## src/rtl/bus_pkg.sv

```systemverilog
// Shared bus definitions used by the arbiter and the master port timeout logic.
//   - arb_state_e  : arbiter FSM encoding (IDLE=0, OWNED=1, RELEASE=2)
//   - NUM_MASTERS  : number of masters sharing the serial bus
//   - DEFAULT_TIMEOUT / DEFAULT_TCNT_W : default grant hold limit and its counter width
//   - owner_onehot : converts a master index into a one-hot grant vector
package bus_pkg;

    localparam int NUM_MASTERS     = 2;
    localparam int DEFAULT_TIMEOUT = 64;
    localparam int DEFAULT_TCNT_W  = 6;

    typedef enum logic [1:0] {
        ARB_IDLE    = 2'd0,
        ARB_OWNED   = 2'd1,
        ARB_RELEASE = 2'd2
    } arb_state_e;

    function automatic logic [NUM_MASTERS-1:0] owner_onehot(input logic idx);
        owner_onehot      = '0;
        owner_onehot[idx] = 1'b1;
    endfunction

endpackage

```

## src/rtl/bus_arbiter_if.sv

```systemverilog
// Arbitration signals between the two masters and the bus arbiter.
//   req         : per-master request level, held for the whole transaction
//   txn_done    : one-cycle pulse, active transaction finished
//   grant       : one-hot registered grant, 00 when the bus is free
//   mstr_sel    : index of current or last owner (bus mux select)
//   bus_busy    : a grant is active
//   timeout_err : one-cycle pulse on forced release
// Modports: slave = arbiter side, master = requesting side.
interface bus_arbiter_if;
    import bus_pkg::*;

    logic [NUM_MASTERS-1:0] req;
    logic                   txn_done;
    logic [NUM_MASTERS-1:0] grant;
    logic                   mstr_sel;
    logic                   bus_busy;
    logic                   timeout_err;

    modport slave  (input  req, txn_done,
                    output grant, mstr_sel, bus_busy, timeout_err);
    modport master (output req, txn_done,
                    input  grant, mstr_sel, bus_busy, timeout_err);
endinterface

```

## src/rtl/arb_timeout_counter.sv

```systemverilog
// Grant hold-time counter for the bus arbiter.
//   clk, reset : bus clock, asynchronous active-high reset
//   clr        : reload to zero (takes priority over en)
//   en         : count one cycle of ownership
//   tc         : count has reached TIMEOUT-1
module arb_timeout_counter
    import bus_pkg::*;
#(
    parameter int TIMEOUT = DEFAULT_TIMEOUT,
    parameter int TCNT_W  = DEFAULT_TCNT_W
) (
    input  logic clk,
    input  logic reset,
    input  logic clr,
    input  logic en,
    output logic tc
);

    logic [TCNT_W-1:0] tcnt_q, tcnt_d;

    always_comb begin
        tcnt_d = tcnt_q;
        if (clr)     tcnt_d = '0;
        else if (en) tcnt_d = tcnt_q + 1'b1;
    end

    always_ff @(posedge clk or posedge reset) begin
        if (reset) tcnt_q <= '0;
        else       tcnt_q <= tcnt_d;
    end

    assign tc = (tcnt_q == TCNT_W'(TIMEOUT - 1));

endmodule

```

## src/rtl/bus_arbiter.sv

```systemverilog
// Two-master serial bus arbiter.
// Grants one master at a time, holds the grant until txn_done, owner release
// or timeout, then spends one RELEASE cycle with no grant before returning
// to IDLE, so two grants are always separated by at least two free cycles.
// Ports:
//   clk   : bus clock, rising edge
//   reset : asynchronous, active-high; drops grant without waiting for an edge
//   bus   : bus_arbiter_if.slave (req, txn_done in; grant, mstr_sel,
//           bus_busy, timeout_err out)
// Build option: ARB_ROUND_ROBIN_EN - on a tie the master that did not own the
// bus last wins; without it master 0 always wins ties.
// TIMEOUT must be >= 16 and 2**TCNT_W >= TIMEOUT.
module bus_arbiter
    import bus_pkg::*;
#(
    parameter int TIMEOUT = DEFAULT_TIMEOUT,
    parameter int TCNT_W  = DEFAULT_TCNT_W
) (
    input  logic          clk,
    input  logic          reset,
    bus_arbiter_if.slave  bus
);

    arb_state_e             state_q, state_d;
    logic [NUM_MASTERS-1:0] grant_q, grant_d;
    logic                   mstr_sel_q, mstr_sel_d;
    logic                   last_owner_q, last_owner_d;
    logic                   timeout_err_q, timeout_err_d;
    logic                   winner;
    logic                   tcnt_clr, tcnt_en, tcnt_tc;

    arb_timeout_counter #(
        .TIMEOUT (TIMEOUT),
        .TCNT_W  (TCNT_W)
    ) u_tcnt (
        .clk   (clk),
        .reset (reset),
        .clr   (tcnt_clr),
        .en    (tcnt_en),
        .tc    (tcnt_tc)
    );

    // Only meaningful when some request is present.
    always_comb begin
`ifdef ARB_ROUND_ROBIN_EN
        if (&bus.req) winner = ~last_owner_q;
        else          winner = ~bus.req[0];
`else
        winner = ~bus.req[0];
`endif
    end

    always_comb begin
        state_d       = state_q;
        grant_d       = grant_q;
        mstr_sel_d    = mstr_sel_q;
        last_owner_d  = last_owner_q;
        timeout_err_d = 1'b0;
        tcnt_clr      = 1'b0;
        tcnt_en       = 1'b0;
        case (state_q)
            ARB_IDLE: begin
                if (|bus.req) begin
                    state_d    = ARB_OWNED;
                    grant_d    = owner_onehot(winner);
                    mstr_sel_d = winner;
                    tcnt_clr   = 1'b1;
                end
            end
            ARB_OWNED: begin
                tcnt_en = 1'b1;
                // Completion and abandon outrank the timeout, so a txn_done
                // landing on the terminal count is a clean finish.
                if (bus.txn_done || !bus.req[mstr_sel_q]) begin
                    state_d = ARB_RELEASE;
                    grant_d = '0;
                end else if (tcnt_tc) begin
                    state_d       = ARB_RELEASE;
                    grant_d       = '0;
                    timeout_err_d = 1'b1;
                end
            end
            ARB_RELEASE: begin
                state_d      = ARB_IDLE;
                last_owner_d = mstr_sel_q;
            end
            default: begin
                state_d = ARB_IDLE;
                grant_d = '0;
            end
        endcase
    end

    always_ff @(posedge clk or posedge reset) begin
        if (reset) begin
            state_q       <= ARB_IDLE;
            grant_q       <= '0;
            mstr_sel_q    <= 1'b0;
            last_owner_q  <= 1'b1;
            timeout_err_q <= 1'b0;
        end else begin
            state_q       <= state_d;
            grant_q       <= grant_d;
            mstr_sel_q    <= mstr_sel_d;
            last_owner_q  <= last_owner_d;
            timeout_err_q <= timeout_err_d;
        end
    end

    assign bus.grant       = grant_q;
    assign bus.mstr_sel    = mstr_sel_q;
    assign bus.bus_busy    = |grant_q;
    assign bus.timeout_err = timeout_err_q;

endmodule

```

## src/flat_wrapper.sv

```systemverilog
// flat-port wrapper written by rule: the top's interface ports become plain ports
module bus_arbiter_flat import bus_pkg::*;
#(
    parameter int TIMEOUT = DEFAULT_TIMEOUT,
    parameter int TCNT_W  = DEFAULT_TCNT_W
)
  (clk, reset, bus_req, bus_txn_done, bus_grant, bus_mstr_sel, bus_bus_busy, bus_timeout_err);
  bus_arbiter_if bus_i ();
  input  logic clk;
  input  logic reset;
  input wire logic [$bits(bus_i.req)-1:0] bus_req;
  input wire logic [$bits(bus_i.txn_done)-1:0] bus_txn_done;
  output wire logic [$bits(bus_i.grant)-1:0] bus_grant;
  output wire logic [$bits(bus_i.mstr_sel)-1:0] bus_mstr_sel;
  output wire logic [$bits(bus_i.bus_busy)-1:0] bus_bus_busy;
  output wire logic [$bits(bus_i.timeout_err)-1:0] bus_timeout_err;
  assign bus_i.req = bus_req;
  assign bus_i.txn_done = bus_txn_done;
  assign bus_grant = bus_i.grant;
  assign bus_mstr_sel = bus_i.mstr_sel;
  assign bus_bus_busy = bus_i.bus_busy;
  assign bus_timeout_err = bus_i.timeout_err;
  bus_arbiter #(.TIMEOUT(TIMEOUT), .TCNT_W(TCNT_W)) u_core (.clk(clk), .reset(reset), .bus(bus_i));
endmodule
```

## config.mk

```make
export PLATFORM = sky130hd
export DESIGN_NAME = bus_arbiter_flat
export DESIGN_NICKNAME = d
export VERILOG_FILES = /design/src/rtl/bus_pkg.sv /design/src/rtl/bus_arbiter_if.sv /design/src/rtl/arb_timeout_counter.sv /design/src/rtl/bus_arbiter.sv /design/src/flat_wrapper.sv
export SDC_FILE = /design/constraint.sdc
export NUM_CORES = 1
export LEC_CHECK = 0
export CAP_MARGIN = 15
export CORE_ASPECT_RATIO = 0.7
export CORE_MARGIN = 1.5
export CORE_UTILIZATION = 30
export CTS_BUF_LIST = sky130_fd_sc_hd__clkbuf_8
export DETAILED_ROUTE_END_ITERATION = 10
export PLACE_DENSITY = 0.6
export SETUP_SLACK_MARGIN = 0.2
export SLEW_MARGIN = 15
export SYNTH_ARGS = -nofsm -noshare
export SYNTH_HDL_FRONTEND = slang
export SYNTH_SLANG_ARGS = --single-unit
```

## constraint.sdc

```tcl
create_clock -name clk -period 3.9 [get_ports clk]
set_input_delay 0.39 -clock clk [delete_from_list [all_inputs] [get_ports clk]]
set_output_delay 0.39 -clock clk [all_outputs]
set_load 0.02 [all_outputs]
```

# Word-level counts from Yosys, hierarchy flattened
# Cells that the tools add are included.
[word_totals] output_inout_bits=5 ff_bits=12 word_cells=46 in_bits=5
[op_classes] bitwise=2 reduce_logical=10 eq_ne=5 addsub=1 mux=20 n_lt_le_gt_ge=3
[op_table] operator="two-way mux 2 bit" n=6
[op_table] operator="two-way mux 6 bit" n=2
[op_table] operator="two-way mux 1 bit" n=9
[op_table] operator="adder 6 x 1 -> 6 bit (second input constant)" n=1
[op_table] operator="== test 6 bit (second input constant)" n=1
[op_table] operator="one-hot mux 2 bit (3 select lines)" n=1
[op_table] operator="less-than comparator 1 x 2 -> 1 bit (second input constant)" n=2
[op_table] operator="one-hot mux 2 bit (2 select lines)" n=1
[op_table] operator="AND reduction 2 bit" n=2
[op_table] operator="OR reduction 2 bit" n=2
[op_table] operator="!= test 3 x 1 -> 1 bit (second input constant)" n=1
[op_table] operator="AND reduction 3 bit" n=1
[op_table] operator="== test 2 x 1 -> 1 bit (second input constant)" n=1
[op_table] operator="== test 2 bit (second input constant)" n=1
[op_table] operator="zero test 2 bit" n=1
[op_table] operator="!= test 2 x 1 -> 1 bit (second input constant)" n=1
[op_table] operator="NOT 1 bit" n=2
[op_table] operator="nonzero test 2 bit" n=1
[op_table] operator="demux 1 bit (select 1 bit)" n=1
[op_table] operator="greater-or-equal comparator 1 bit (second input constant)" n=1
[op_table] operator="logical AND 1 bit" n=1
[op_table] operator="zero test 1 bit" n=1
[op_table] operator="logical OR 1 bit" n=1

# Logic depth before layout (Yosys ltp)
[depth] word_depth=7 depth_mapped=5 ltp_nobuf=5

# By module
# Synthesis repeated with hierarchy kept, for this count alone.
[unflattened] hier_cells=52 hier_area_um2=568.0
[by_module_without_submodules] mod="bus_arbiter" seq_area_each_um2=150.1 n_inst=1 cells_per_inst=25 area_each_um2=286.5
[by_module_without_submodules] mod="arb_timeout_counter" seq_area_each_um2=150.1 n_inst=1 cells_per_inst=27 area_each_um2=281.5

# Least setup slack after synthesis
# OpenSTA, ideal clock, no wires.
[synth_path] path_type="register to register" start="register u_core.u_tcnt.tcnt_q[0]" end="register u_core.grant_q[1], in the netlist u_core.bus.grant[1]" t_required_ns=3.782 period_less_slack_ns=1.350 setup_ns=0.118 arrival_ns=1.232 slack_ns=2.550 path_buffers=0 path_stages_with_launch=6 path_cell_list="dfrtp_1 ha_1 and3_1 nand3_1 nor2b_2 a21o_1"
[synth_via] elab_chain_cells=3
[synth_rtl] item="from (decl)" line="arb_timeout_counter.sv:19" text="logic [TCNT_W-1:0] tcnt_q, tcnt_d;"
[synth_rtl] item="from (signal assigned)" line="arb_timeout_counter.sv:29" text="else tcnt_q <= tcnt_d;"
[synth_rtl] item="== test 6 bit" line="arb_timeout_counter.sv:32" text="assign tc = (tcnt_q == TCNT_W'(TIMEOUT - 1));"
[synth_rtl] item="!= test 3 x 1 -> 1 bit (no source line)"
[synth_rtl] item="AND reduction 3 bit (no source line)"
[synth_rtl] item="to (signal assigned)" line="bus_arbiter.sv:103" text="grant_q <= grant_d;"
[synth_rtl] item="to (decl)" line="bus_arbiter.sv:25" text="logic [NUM_MASTERS-1:0] grant_q, grant_d;"
# Every way passes these cells.
# A chain may end at the register's enable or synchronous reset.

# Worst setup path after layout
[layout_path] start="register u_core.grant_q[1], in the netlist u_core.bus.grant[1]" end="output port bus_bus_busy"
[layout_via] elab_chain_cells=1
[layout_rtl] item="OR reduction 2 bit" line="bus_arbiter.sv:112" text="assign bus.bus_busy = |grant_q;"
[layout_rtl] item="to (decl)" line="flat_wrapper.sv:15" text="output wire logic [$bits(bus_i.bus_busy)-1:0] bus_bus_busy;"
# Every way passes these cells.

==> flow_summary.toml <==
[status]
status = "finished, final reports clean"

[place]
dpl.hpwl_um = 853
pre_cts_slack_ps = 2120
port_buffers = 9
gp_congestion = 0.820

[timing]
max_freq_ghz = 0.537
whs_ps = 450
grt_setup_unrepaired = "no"
hold_viol = 0
setup_ws_ps = 2040
drv_slew = 0
post-route-min-period_ps = 1860
setup_viol = 0
max_slew_margin = 0.632
tns_ps = 0
finalCritPeriodShare = 0.478
finClkSkew_ps = 3.83
tightest_slew_ps = 547

[floorplanning]
core_um2 = 1680
placementRows = 12
ios = 10
start_util = 0.341
dieArea_um2 = 2190
die-height_um = 39.6
die_w_um = 55.2

[power]
internal_power_mw = 0.343
power_frac_seq = 0.374
switching_share = 0.354
combPwrFrac = 0.369
p_switching_mw = 0.188
p_per_area_nw_per_um2 = 714
power.leakage_nw = 0.338
clkPwrFrac = 0.257
ir_drop_mv = 0.345

[synthesis]
synthArstFlopShare = 1.00
yosysWarnings = 0
ys_seq_elements = 12
synth_top_area_share = 0.524
synth_seq_area_share = 0.524
synth_top_family_by_area = "compound AO/OA/AOI/OAI gates"
synthSimpleGateAreaFrac = 0.192
synthMuxAreaShare = 0.0175
netlist_area_um2 = 573
syn-instance-count = 56
ys.flop_type = "dfrtp_1"
avgSynthCellArea_um2 = 10.2
syn_nets = 62
synth_compound_area_frac = 0.210
synth_top_cells_by_area = "dfrtp_1, o21ai_0, nand2_1"
ys_types = 26
synth_fa_ha_area_frac = 0.0218
synth_xor_area_frac = 0.0153
synth_edf_count = 0
yosys.area.top_type = "dfrtp_1"

[grt]
grt_pass1_vias = 384
antenna_found_initial = 0
grt_max_degree = 13
grt_pass1_wl_um = 1870
grt_usage = 0.122
grt_overflow = 0

[routing]
drc = 0
wl_met3_um = 56
dr_wl_met2_um = 406
via_per_inst = 4.82
wl_per_cell_um = 12.6
wl_um = 1130
first_iter_violations = 2
drtAntennaViolNets = 0
first_pass_iters = 4
dr.max_layer_used = "met4"
vias = 434
wl_met1_um = 659

[clocking]
post_cts_resize_count = 0
clk_pin_slew_ps = 50
cts-hold-fix-buffers = 0
cts_tree = "yes"
post_cts_buffers = 0
clock_path_buffers = 2
htree_num_levels = 1
clk_latency_ps = 240
ctsRootBufferMaster = "clkbuf_8"
clock-sinks = 12
numCtsBuffers = 3

[final_layout]
syn2layout_area_growth_pct = 29.9
multi_input_area_um2 = 262
drive_gt1_frac = 0.145
final-seq-area_um2 = 300
fill_cells = 178
num_antenna_cells = 0
nets = 76

[worst_setup_path]
start_kind = "register"
critPathMaxStageDelay_ps = 540
criticalPathCategory = "reg -> out"
crit_fanout = 4
cp_data_required_time_ps = 3510
slowest_stage = "clkdlybuf4s50_1"
worstPathArrival_ps = 1470
endpoint_kind = "output pin"
worstPathCellList = "or2_2 > clkdlybuf4s50_1"

[job]
drv_cap = 0

[worst_hold_path]
hold_path.class = "in -> async"
==> logic make-up after synthesis <==
| group | after synthesis |
|---|---|
| XOR/XNOR | 1 |
| buffers and inverters | 3 |
| flip-flops | 12 |
| AO/OA/AOI/OAI | 19 |
| AND/OR/NAND/NOR | 19 |
| adder cells (fa/ha/maj) | 1 |
| multiplexers | 1 |
==> sequential cells by signal, indices dropped and copies added (netlist names) <==
name,flops
u_core.u_tcnt.tcnt_q,6
u_core.state_q,2
u_core.bus.grant,2
u_core.bus.timeout_err,1
u_core.bus.mstr_sel,1
==> area by class of cell <==
type / count / share of cell area
sequential: 12 / 0.403
multi-input combinational: 41 / 0.351
timing repair buffer: 9 / 0.121
clock buffer: 4 / 0.0739
tap: 21 / 0.0353
inverter: 3 / 0.0151
==> critical path, delay by kind of cell, from the launching register on <==
family | cells | cell delay, ps
buffers and inverters | 1 | 540
DFF | 1 | 400
and+or+nand+nor | 1 | 300
==> power groups by stage <==
| stage | clock, mW | combinational (mW) | sequential (mW) |
|---|---|---|---|
| 2_1_floorplan | 0 | 0.114 | 0.209 |
| 3_3_place_gp | 0 | 0.198 | 0.200 |
| 3_5_place_dp | 0 | 0.198 | 0.199 |
| 4_1_cts | 0.140 | 0.198 | 0.198 |
| 5_1_grt | 0.146 | 0.215 | 0.204 |
| 6_report | 0.137 | 0.196 | 0.199 |
==> path summary, 6_finish.rpt <==
path | from | endpoint | slack [ps] | depth (start not counted)
setup / recovery | u_core.bus.grant[1]$_DFFE_PP0P_ | bus_bus_busy | 2040 | 2
hold / removal | reset | u_core.u_tcnt.tcnt_q[2]$_DFFE_PP0P_ | 450 | 2
setup reg to reg | u_core.u_tcnt.tcnt_q[0]$_DFFE_PP0P_ | u_core.bus.grant[1]$_DFFE_PP0P_ | 2420 | 5
hold reg to reg | u_core.u_tcnt.tcnt_q[5]$_DFFE_PP0P_ | u_core.u_tcnt.tcnt_q[5]$_DFFE_PP0P_ | 500 | 1
max in group asynchronous | reset | u_core.u_tcnt.tcnt_q[0]$_DFFE_PP0P_ | 3140 | 2
min in group clk | u_core.u_tcnt.tcnt_q[5]$_DFFE_PP0P_ | u_core.u_tcnt.tcnt_q[5]$_DFFE_PP0P_ | 500 | 1
==> layer usage <==
layer  vias to the layer above  global-route usage
li1                        229                   -
met1                       196               0.177
met2                         7               0.143
met3                         2              0.0693
met4                         0              0.0366
met5                         -                   0
==> synthesized netlist by cell type, types with 2 or more instances <==
master and count:
nor2_1 4, dfrtp_1 12, o21ai_0 7, o31ai_1 2, inv_1 3, nand2_1 6
a21oi_1 3
==> cells in the final DEF, fill, tap and decap left out <==
cell / n
dfrtp_1: 12
clkdlybuf4s50_1: 9
o21ai_0: 7
nand2_1: 6
nor2_1: 4
clkbuf_8: 4
a21oi_1: 3
inv_1: 3
o31ai_1: 2
nand2b_2: 1
mux2i_1: 1
or3_4: 1
and3_1: 1
nand3_1: 1
nor2b_2: 1
nand2b_4: 1
nor2b_1: 1
nand4_1: 1
a31oi_1: 1
o211ai_1: 1
or2_2: 1
xnor2_1: 1
o21bai_1: 1
a21oi_2: 1
a221oi_1: 1
a21o_1: 1
a22o_1: 1
ha_1: 1
==> metrics by stage <==
| step | util | std cells | instance area, um2 | total power, mW |
|---|---|---|---|---|
| 5_1_grt | 0.443 | 90 | 744 | 0.565 |
| 3_3_place_gp | 0.410 | 86 | 689 | 0.398 |
| 6_report | 0.443 | 90 | 744 | 0.531 |
| 3_5_place_dp | 0.410 | 86 | 689 | 0.397 |
| 4_1_cts | 0.443 | 90 | 744 | 0.537 |
| 2_1_floorplan | - | 56 | 573 | 0.323 |
(Power assumes the default switching activity.)
